===== src/rtl/mem_port_arbiter_pkg.sv =====
// Shared definitions for the memory port arbiter: FSM state encoding and
// default bus widths.
package mem_port_arbiter_pkg;

  typedef enum logic [1:0] {
    IDLE  = 2'd0,
    FETCH = 2'd1,
    DATA  = 2'd2
  } arb_state_e;

  localparam int DEF_ADDR_W = 32;
  localparam int DEF_DATA_W = 32;

endpackage


===== src/rtl/mem_arb_watchdog.sv =====
// Access watchdog: counts wait cycles of the current access and flags a
// timeout on the TIMEOUT-th cycle without mem_ready.
module mem_arb_watchdog
  import mem_port_arbiter_pkg::*;
#(
  parameter int unsigned TIMEOUT = 16
) (
  input  logic clk,
  input  logic rst_n,
  input  logic start_i,
  input  logic busy_i,
  input  logic ready_i,
  output logic timeout_o
);

  localparam int CNT_W = $clog2(TIMEOUT + 1);

  logic [CNT_W-1:0] cnt_q;

  // A ready in the same cycle as the limit wins, so the timeout is gated by ready.
  assign timeout_o = busy_i && !ready_i && (cnt_q == CNT_W'(TIMEOUT - 1));

  always_ff @(posedge clk or negedge rst_n) begin
    if (!rst_n) begin
      cnt_q <= '0;
    end else if (start_i) begin
      cnt_q <= '0;
    end else if (busy_i && !ready_i && !timeout_o) begin
      cnt_q <= cnt_q + 1'b1;
    end
  end

endmodule


===== src/rtl/mem_port_arbiter.sv =====
// Arbitrates instruction-fetch and load/store requests onto one memory port,
// data first. Optional access watchdog enabled by defining MEM_ARB_WATCHDOG_EN.
module mem_port_arbiter
  import mem_port_arbiter_pkg::*;
#(
  parameter int ADDR_W  = DEF_ADDR_W,
  parameter int DATA_W  = DEF_DATA_W,
  parameter int TIMEOUT = 16
) (
  input  logic              clk,
  input  logic              rst_n,
  input  logic              if_req,
  input  logic [ADDR_W-1:0] if_addr,
  output logic              if_done,
  output logic [DATA_W-1:0] if_rdata,
  input  logic              d_req,
  input  logic              d_we,
  input  logic [ADDR_W-1:0] d_addr,
  input  logic [DATA_W-1:0] d_wdata,
  output logic              d_done,
  output logic [DATA_W-1:0] d_rdata,
  output logic              mem_req,
  output logic              mem_we,
  output logic [ADDR_W-1:0] mem_addr,
  output logic [DATA_W-1:0] mem_wdata,
  input  logic              mem_ready,
  input  logic [DATA_W-1:0] mem_rdata,
  output logic              err
);

  arb_state_e        state_q, state_d;
  logic [ADDR_W-1:0] addr_q, addr_d;
  logic              we_q, we_d;
  logic [DATA_W-1:0] wdata_q, wdata_d;
  logic              if_done_q, if_done_d;
  logic              d_done_q, d_done_d;
  logic [DATA_W-1:0] if_rdata_q, if_rdata_d;
  logic [DATA_W-1:0] d_rdata_q, d_rdata_d;
  logic              timeout;

`ifdef MEM_ARB_WATCHDOG_EN
  logic err_q;
  logic access_start;

  assign access_start = (state_q == IDLE) && (state_d != IDLE);

  mem_arb_watchdog #(
    .TIMEOUT (TIMEOUT)
  ) u_watchdog (
    .clk       (clk),
    .rst_n     (rst_n),
    .start_i   (access_start),
    .busy_i    (state_q != IDLE),
    .ready_i   (mem_ready),
    .timeout_o (timeout)
  );

  always_ff @(posedge clk or negedge rst_n) begin
    if (!rst_n)       err_q <= 1'b0;
    else if (timeout) err_q <= 1'b1;
  end

  assign err = err_q;
`else
  logic unused_timeout_param;

  assign unused_timeout_param = (TIMEOUT == 0);
  assign timeout = 1'b0;
  assign err     = 1'b0;
`endif

  always_comb begin
    state_d    = state_q;
    addr_d     = addr_q;
    we_d       = we_q;
    wdata_d    = wdata_q;
    if_done_d  = 1'b0;
    d_done_d   = 1'b0;
    if_rdata_d = if_rdata_q;
    d_rdata_d  = d_rdata_q;
    unique case (state_q)
      // A requester still holding req during its own done pulse is not re-granted.
      IDLE: begin
        if (d_req && !d_done_q) begin
          state_d = DATA;
          addr_d  = d_addr;
          we_d    = d_we;
          wdata_d = d_wdata;
        end else if (if_req && !if_done_q) begin
          state_d = FETCH;
          addr_d  = if_addr;
          we_d    = 1'b0;
          wdata_d = '0;
        end
      end
      FETCH: begin
        if (mem_ready) begin
          state_d    = IDLE;
          if_done_d  = 1'b1;
          if_rdata_d = mem_rdata;
        end else if (timeout) begin
          state_d    = IDLE;
          if_done_d  = 1'b1;
          if_rdata_d = '0;
        end
      end
      DATA: begin
        if (mem_ready) begin
          state_d   = IDLE;
          d_done_d  = 1'b1;
          d_rdata_d = mem_rdata;
        end else if (timeout) begin
          state_d   = IDLE;
          d_done_d  = 1'b1;
          d_rdata_d = '0;
        end
      end
      default: state_d = IDLE;
    endcase
  end

  always_ff @(posedge clk or negedge rst_n) begin
    if (!rst_n) begin
      state_q    <= IDLE;
      addr_q     <= '0;
      we_q       <= 1'b0;
      wdata_q    <= '0;
      if_done_q  <= 1'b0;
      d_done_q   <= 1'b0;
      if_rdata_q <= '0;
      d_rdata_q  <= '0;
    end else begin
      state_q    <= state_d;
      addr_q     <= addr_d;
      we_q       <= we_d;
      wdata_q    <= wdata_d;
      if_done_q  <= if_done_d;
      d_done_q   <= d_done_d;
      if_rdata_q <= if_rdata_d;
      d_rdata_q  <= d_rdata_d;
    end
  end

  assign mem_req   = (state_q != IDLE);
  assign mem_we    = (state_q == DATA) && we_q;
  assign mem_addr  = addr_q;
  assign mem_wdata = wdata_q;
  assign if_done   = if_done_q;
  assign d_done    = d_done_q;
  assign if_rdata  = if_rdata_q;
  assign d_rdata   = d_rdata_q;

endmodule


===== config.mk =====
export PLATFORM = sky130hd
export DESIGN_NAME = mem_port_arbiter
export DESIGN_NICKNAME = d
export VERILOG_FILES = /design/src/rtl/mem_port_arbiter_pkg.sv /design/src/rtl/mem_arb_watchdog.sv /design/src/rtl/mem_port_arbiter.sv
export SDC_FILE = /design/constraint.sdc
export NUM_CORES = 1
export LEC_CHECK = 0
export ABC_AREA = 1
export CAP_MARGIN = 40
export CORE_MARGIN = 2
export CORE_UTILIZATION = 40
export DETAILED_ROUTE_END_ITERATION = 12
export GPL_TIMING_DRIVEN = 0
export PLACE_DENSITY = 0.79
export SLEW_MARGIN = 20
export SYNTH_ARGS = -nofsm -noshare
export SYNTH_HDL_FRONTEND = slang
export SYNTH_HIERARCHICAL = 1
export SYNTH_SLANG_ARGS = --single-unit

===== constraint.sdc =====
create_clock -name clk -period 2.55 [get_ports clk]
set_clock_uncertainty 0.05 [all_clocks]
set_input_delay 0.51 -clock clk [delete_from_list [all_inputs] [get_ports clk]]
set_output_delay 0.51 -clock clk [all_outputs]
set_load 0.005 [all_outputs]

==> Yosys cells after proc, flatten, opt, wreduce, memory -nomap -nowiden <==
Cells that the tools add are included.
{ "word_totals": {"register_bits": 133, "latch_bits": 0, "mem_bits_rw": 0, "rom_bits": 0, "output_inout_bits": 133, "n_memories": 0} }
{ "op_classes": {"n_addsub": 0, "n_mul": 0, "n_div": 0, "n_lt_le_gt_ge": 0, "eq_ne": 4, "shifts": 0, "mux": 13, "bitwise_logic": 0, "n_reduce_logical": 13} }
{ "op_table": {"columns": ["operator", "n"], "rows": [
  ["$mux W32", 4],
  ["$reduce_and A2 Y1", 4],
  ["$mux W2", 3],
  ["$mux W1", 5],
  ["$pmux W2 S2", 1],
  ["$reduce_bool A2 Y1", 2],
  ["$logic_and A1 B1 Y1", 3],
  ["$ne A3 B3 Y1 const B", 1],
  ["$eq A2 B1 Y1 const B", 1],
  ["$eq A2 B2 Y1 const B", 1],
  ["$logic_not A1 Y1", 2],
  ["$logic_not A2 Y1", 1],
  ["$ne A2 B1 Y1 const B", 1],
  ["$reduce_or A2 Y1", 1]
]} }

==> Logic depth before layout (Yosys ltp) <==
{ "logic_depth": {"word_depth": 5, "ltp_mapped": 8} }

==> Least setup slack after synthesis <==
OpenSTA, ideal clock, no wires.
{ "synth_timing": {"path_type": "reg2out", "from": "register state_q[0]", "to": "output port mem_req", "arrival_time_ps": 842, "required_ps": 1990, "path_slack_ps": 1148, "stages_incl_launch_ff": 5, "path_cell_list": "dfrtp_1 inv_1 ha_1 buf_4 inv_1"} }
{ "synth_via": {"elab_chain_cells": 1} }
{ "synth_rtl": {"columns": ["item", "line_no", "source"], "rows": [
  ["from (decl)", "mem_port_arbiter.sv:31", "arb_state_e state_q, state_d;"],
  ["from (signal assigned)", "mem_port_arbiter.sv:133", "state_q <= state_d;"],
  ["$reduce_bool A2 Y1", "mem_port_arbiter.sv:144", "assign mem_req = (state_q != IDLE);"],
  ["to (decl)", "mem_port_arbiter.sv:22", "output logic mem_req,"]
]} }
No other way between the ends.

==> Final worst setup path <==
Ends and elaborated chain as after synthesis.

==> results.md <==
* Final setup margin at 0.157 ns
* Largest net degree at the start of global routing at 69
* Worst stage delay on the critical path at 0.51 ns
* Critical Path AT at 1.83 ns
* Final Cycle Share at 93.9%
* CP Buf/Inv Count at 4
* Part of the Yosys area used for sequential elements at 59.5%
* Fraction of layout cells with a size suffix above 1 at 7.24%
* Placed instance area at 0.00850 sq mm
* Commonest cells in the netlist: nand2_1 (302), dfrtp_1 (133), nand3_1 (65), o21ai_0 (64), inv_1 (40)
* Vias in the first global route at 5,170
* Cell count after placement at 1,101
* Sink Count at 133
* Crit-path max FO at 9
* Post-synth net total at 793
* Post-synthesis cell count at 656
* Fin crit period at 2.39 ns
* CP Class: flip-flop to output pin
* Avg WL per Cell at 15.1 microns
* Post-DP HPWL at 12,600 microns
* Total power at 10.4 mW
* TritonRoute pass-1 iters at 4
* Final slew viol count at 0
* Max-cap viol count at 0
* Post-route cell area at 0.00914 sq mm
* Clock-pin slew on the worst setup and hold paths at 0.06 ns
* Syn avg cell area at 8.53 sq um
* Starting Density at 40.6%
* CTS tree: done
* Top-count cell post-synth: nand2_1
* CP Capture Type: output pin
* Reg area at 0.00333 sq mm
* Detailed Route WL at 17,100 microns
* DR iter-0 viols at 293
* Total grt overflow at 0
* Status: complete, no violations
* Post-Place Worst Slack at 0.448 ns
* IR Drop Worst-Case VDD at 0.000633 V
* Height of the die at 122 microns
* DRC viols at 0
* Total number of H-tree levels at 4
* Number of enable flip-flop cells after synthesis at 0
* P&R area growth vs syn at 63.2%
* FMAX at 418 MHz
* Synth Warn # at 6
* LEAKAGE at 4.52 nW
* Num rows at 43
* Number of diodes at 0
* Post-Synthesis Cell Area at 0.00560 sq mm
* CTS Buf Count at 17
* Rel. slew slack at 64.9%
* Final Hold Fails at 0
* IO Pins at 267
* Clock latency on the worst-skew pair at 0.41 ns
* Synth top area cells: dfrtp_1 (59%), nand2_1 (20%), nand3_1 (5.8%)
* DRT antenna net count at 0
* Clk root buf: clkbuf_16
* Via count at 5,317
* Pwr/cell area at 1140 mW/mm^2
* Core Region at 0.0138 sq mm
* HP Class: flip-flop to flip-flop
* Crit-path cells: inv_1, ha_1, buf_4, inv_2, clkdlybuf4s50_1
* Max clock buf depth at 2
* GPL Wtd Cong at 0.759
* Fin nets at 1,078
* Final std cells w/o fill at 1,133
* Post-synth top area cell: dfrtp_1
* Final number of setup-violating endpoints at 0
* Netlist cell types at 18
* All-Layer GR Usage at 22.8%
* # fillers at 1,141
* CP max-delay cell: clkdlybuf4s50_1
* First-pass GRT wire length at 26,000 microns
* Worst-Margin Slew at 0.526 ns
* Seq cells post-synth at 133
* Startpoint Class: flip-flop
* Vias per cell at 4.69
* RSZ-0062 raised after global routing: false
* Async set-reset flop share out of synthesis at 100%
* # port buffers at 264
* Chip Width at 122 microns
* CP top delay family: buffers and inverters
* Top_reg_cell synth: dfrtp_1
* Die area at 0.0150 sq mm
* Footprint of the multi-input gates at 0.00188 sq mm
* Antenna violations before repair at 0
* Worst Path Required at 1.99 ns
* Yosys top cell area share at 59.5%
* Postcts setup bufs at 0
[path summary, 6_finish.rpt]
check,slack (ns),cells after the start,from,to
max,0.16,5,state_q[0],mem_req
min,0.42,2,mem_wdata[7],mem_wdata[7]
max reg2reg,0.72,7,state_q[0],d_rdata[9]
min reg2reg,0.42,2,mem_wdata[7],mem_wdata[7]
max in group asynchronous,1.16,3,rst_n,mem_addr[29]
min in group asynchronous,0.58,2,rst_n,d_rdata[4]
[power breakdown]
group          total, mW  internal, mW  switching [mW]  leakage [nW]
Clock               2.59          1.68           0.906         0.306
Sequential          3.57          3.05           0.522          1.68
Combinational       4.23          2.37            1.86          2.53
Total               10.4          7.11            3.29          4.52
[logic make-up (layout without fill, tap and decap cells)]
| logic type | Yosys count | in the layout | synth area share, % |
|---|---|---|---|
| AND/OR/NAND/NOR | 372 | 372 | 27.0 |
| flip-flops | 133 | 133 | 59.5 |
| buffers and inverters | 83 | 380 | 7.04 |
| AO/OA/AOI/OAI | 64 | 64 | 5.72 |
| adder cells (fa/ha/maj) | 3 | 3 | 0.671 |
| other | 1 | 1 | 0.0670 |
[final cells by class]
| type | count | area share (%) |
|---|---|---|
| sequential | 133 | 36.4 |
| clock buffer | 19 | 4.96 |
| tap | 180 | 2.46 |
| timing repair buffer | 266 | 29.4 |
| inverter | 41 | 1.68 |
| multi-input combinational | 440 | 20.5 |
| clock inverter | 12 | 1.93 |
| buffer | 42 | 2.63 |
[per-layer routing]
| metal | up-vias | global-route usage [%] | share of wire (%) |
|---|---|---|---|
| met4 | 0 | 8.69 | 2.4 |
| met1 | 2448 | 26.1 | 38 |
| met2 | 223 | 37.5 | 48 |
| met3 | 30 | 9.99 | 11 |
| li1 | 2616 | - | - |
| met5 | - | 0 | 0 |
[layout by cell type, fill, tap and decap left out, types with 2 or more instances in the layout]
cell,instances
nand2_1,302
clkdlybuf4s50_1,263
dfrtp_1,133
nand3_1,65
o21ai_0,64
inv_1,39
buf_2,21
clkbuf_16,17
clkbuf_1,11
buf_6,6
bufinv_16,4
buf_4,3
ha_1,3
clkinv_2,3
inv_2,2
clkbuf_8,2
clkinvlp_4,2
inv_6,2
[state kept, by name, indices dropped and copies added (netlist names)]
signal     cells
d_done         1
d_rdata       32
if_done        1
if_rdata      32
mem_addr      32
mem_wdata     32
state_q        2
we_q           1
[through the flow]
step           utilization [%]  TNS, ns  hold slack (ns)
6_report                  66.3        0            0.419
5_1_grt                   66.3        0            0.442
4_1_cts                   66.3        0            0.422
3_5_place_dp              61.7        0            0.408
3_3_place_gp              61.5  -577.85            0.403
2_1_floorplan                -        0            0.164
[worst min-delay path, stage by stage (launching register included)]
cell and delay [ns]:
dfrtp_1 0.34, nand2_1 0.05, nand2_1 0.04
[timing repair]
action,4_1_cts,5_1_grt
endpoints found under the setup margin,0,1
hold endpoints to repair,5,0
hold buffers,1,0
resized for setup,0,1
Note: power is estimated with default switching activity, not from simulation.
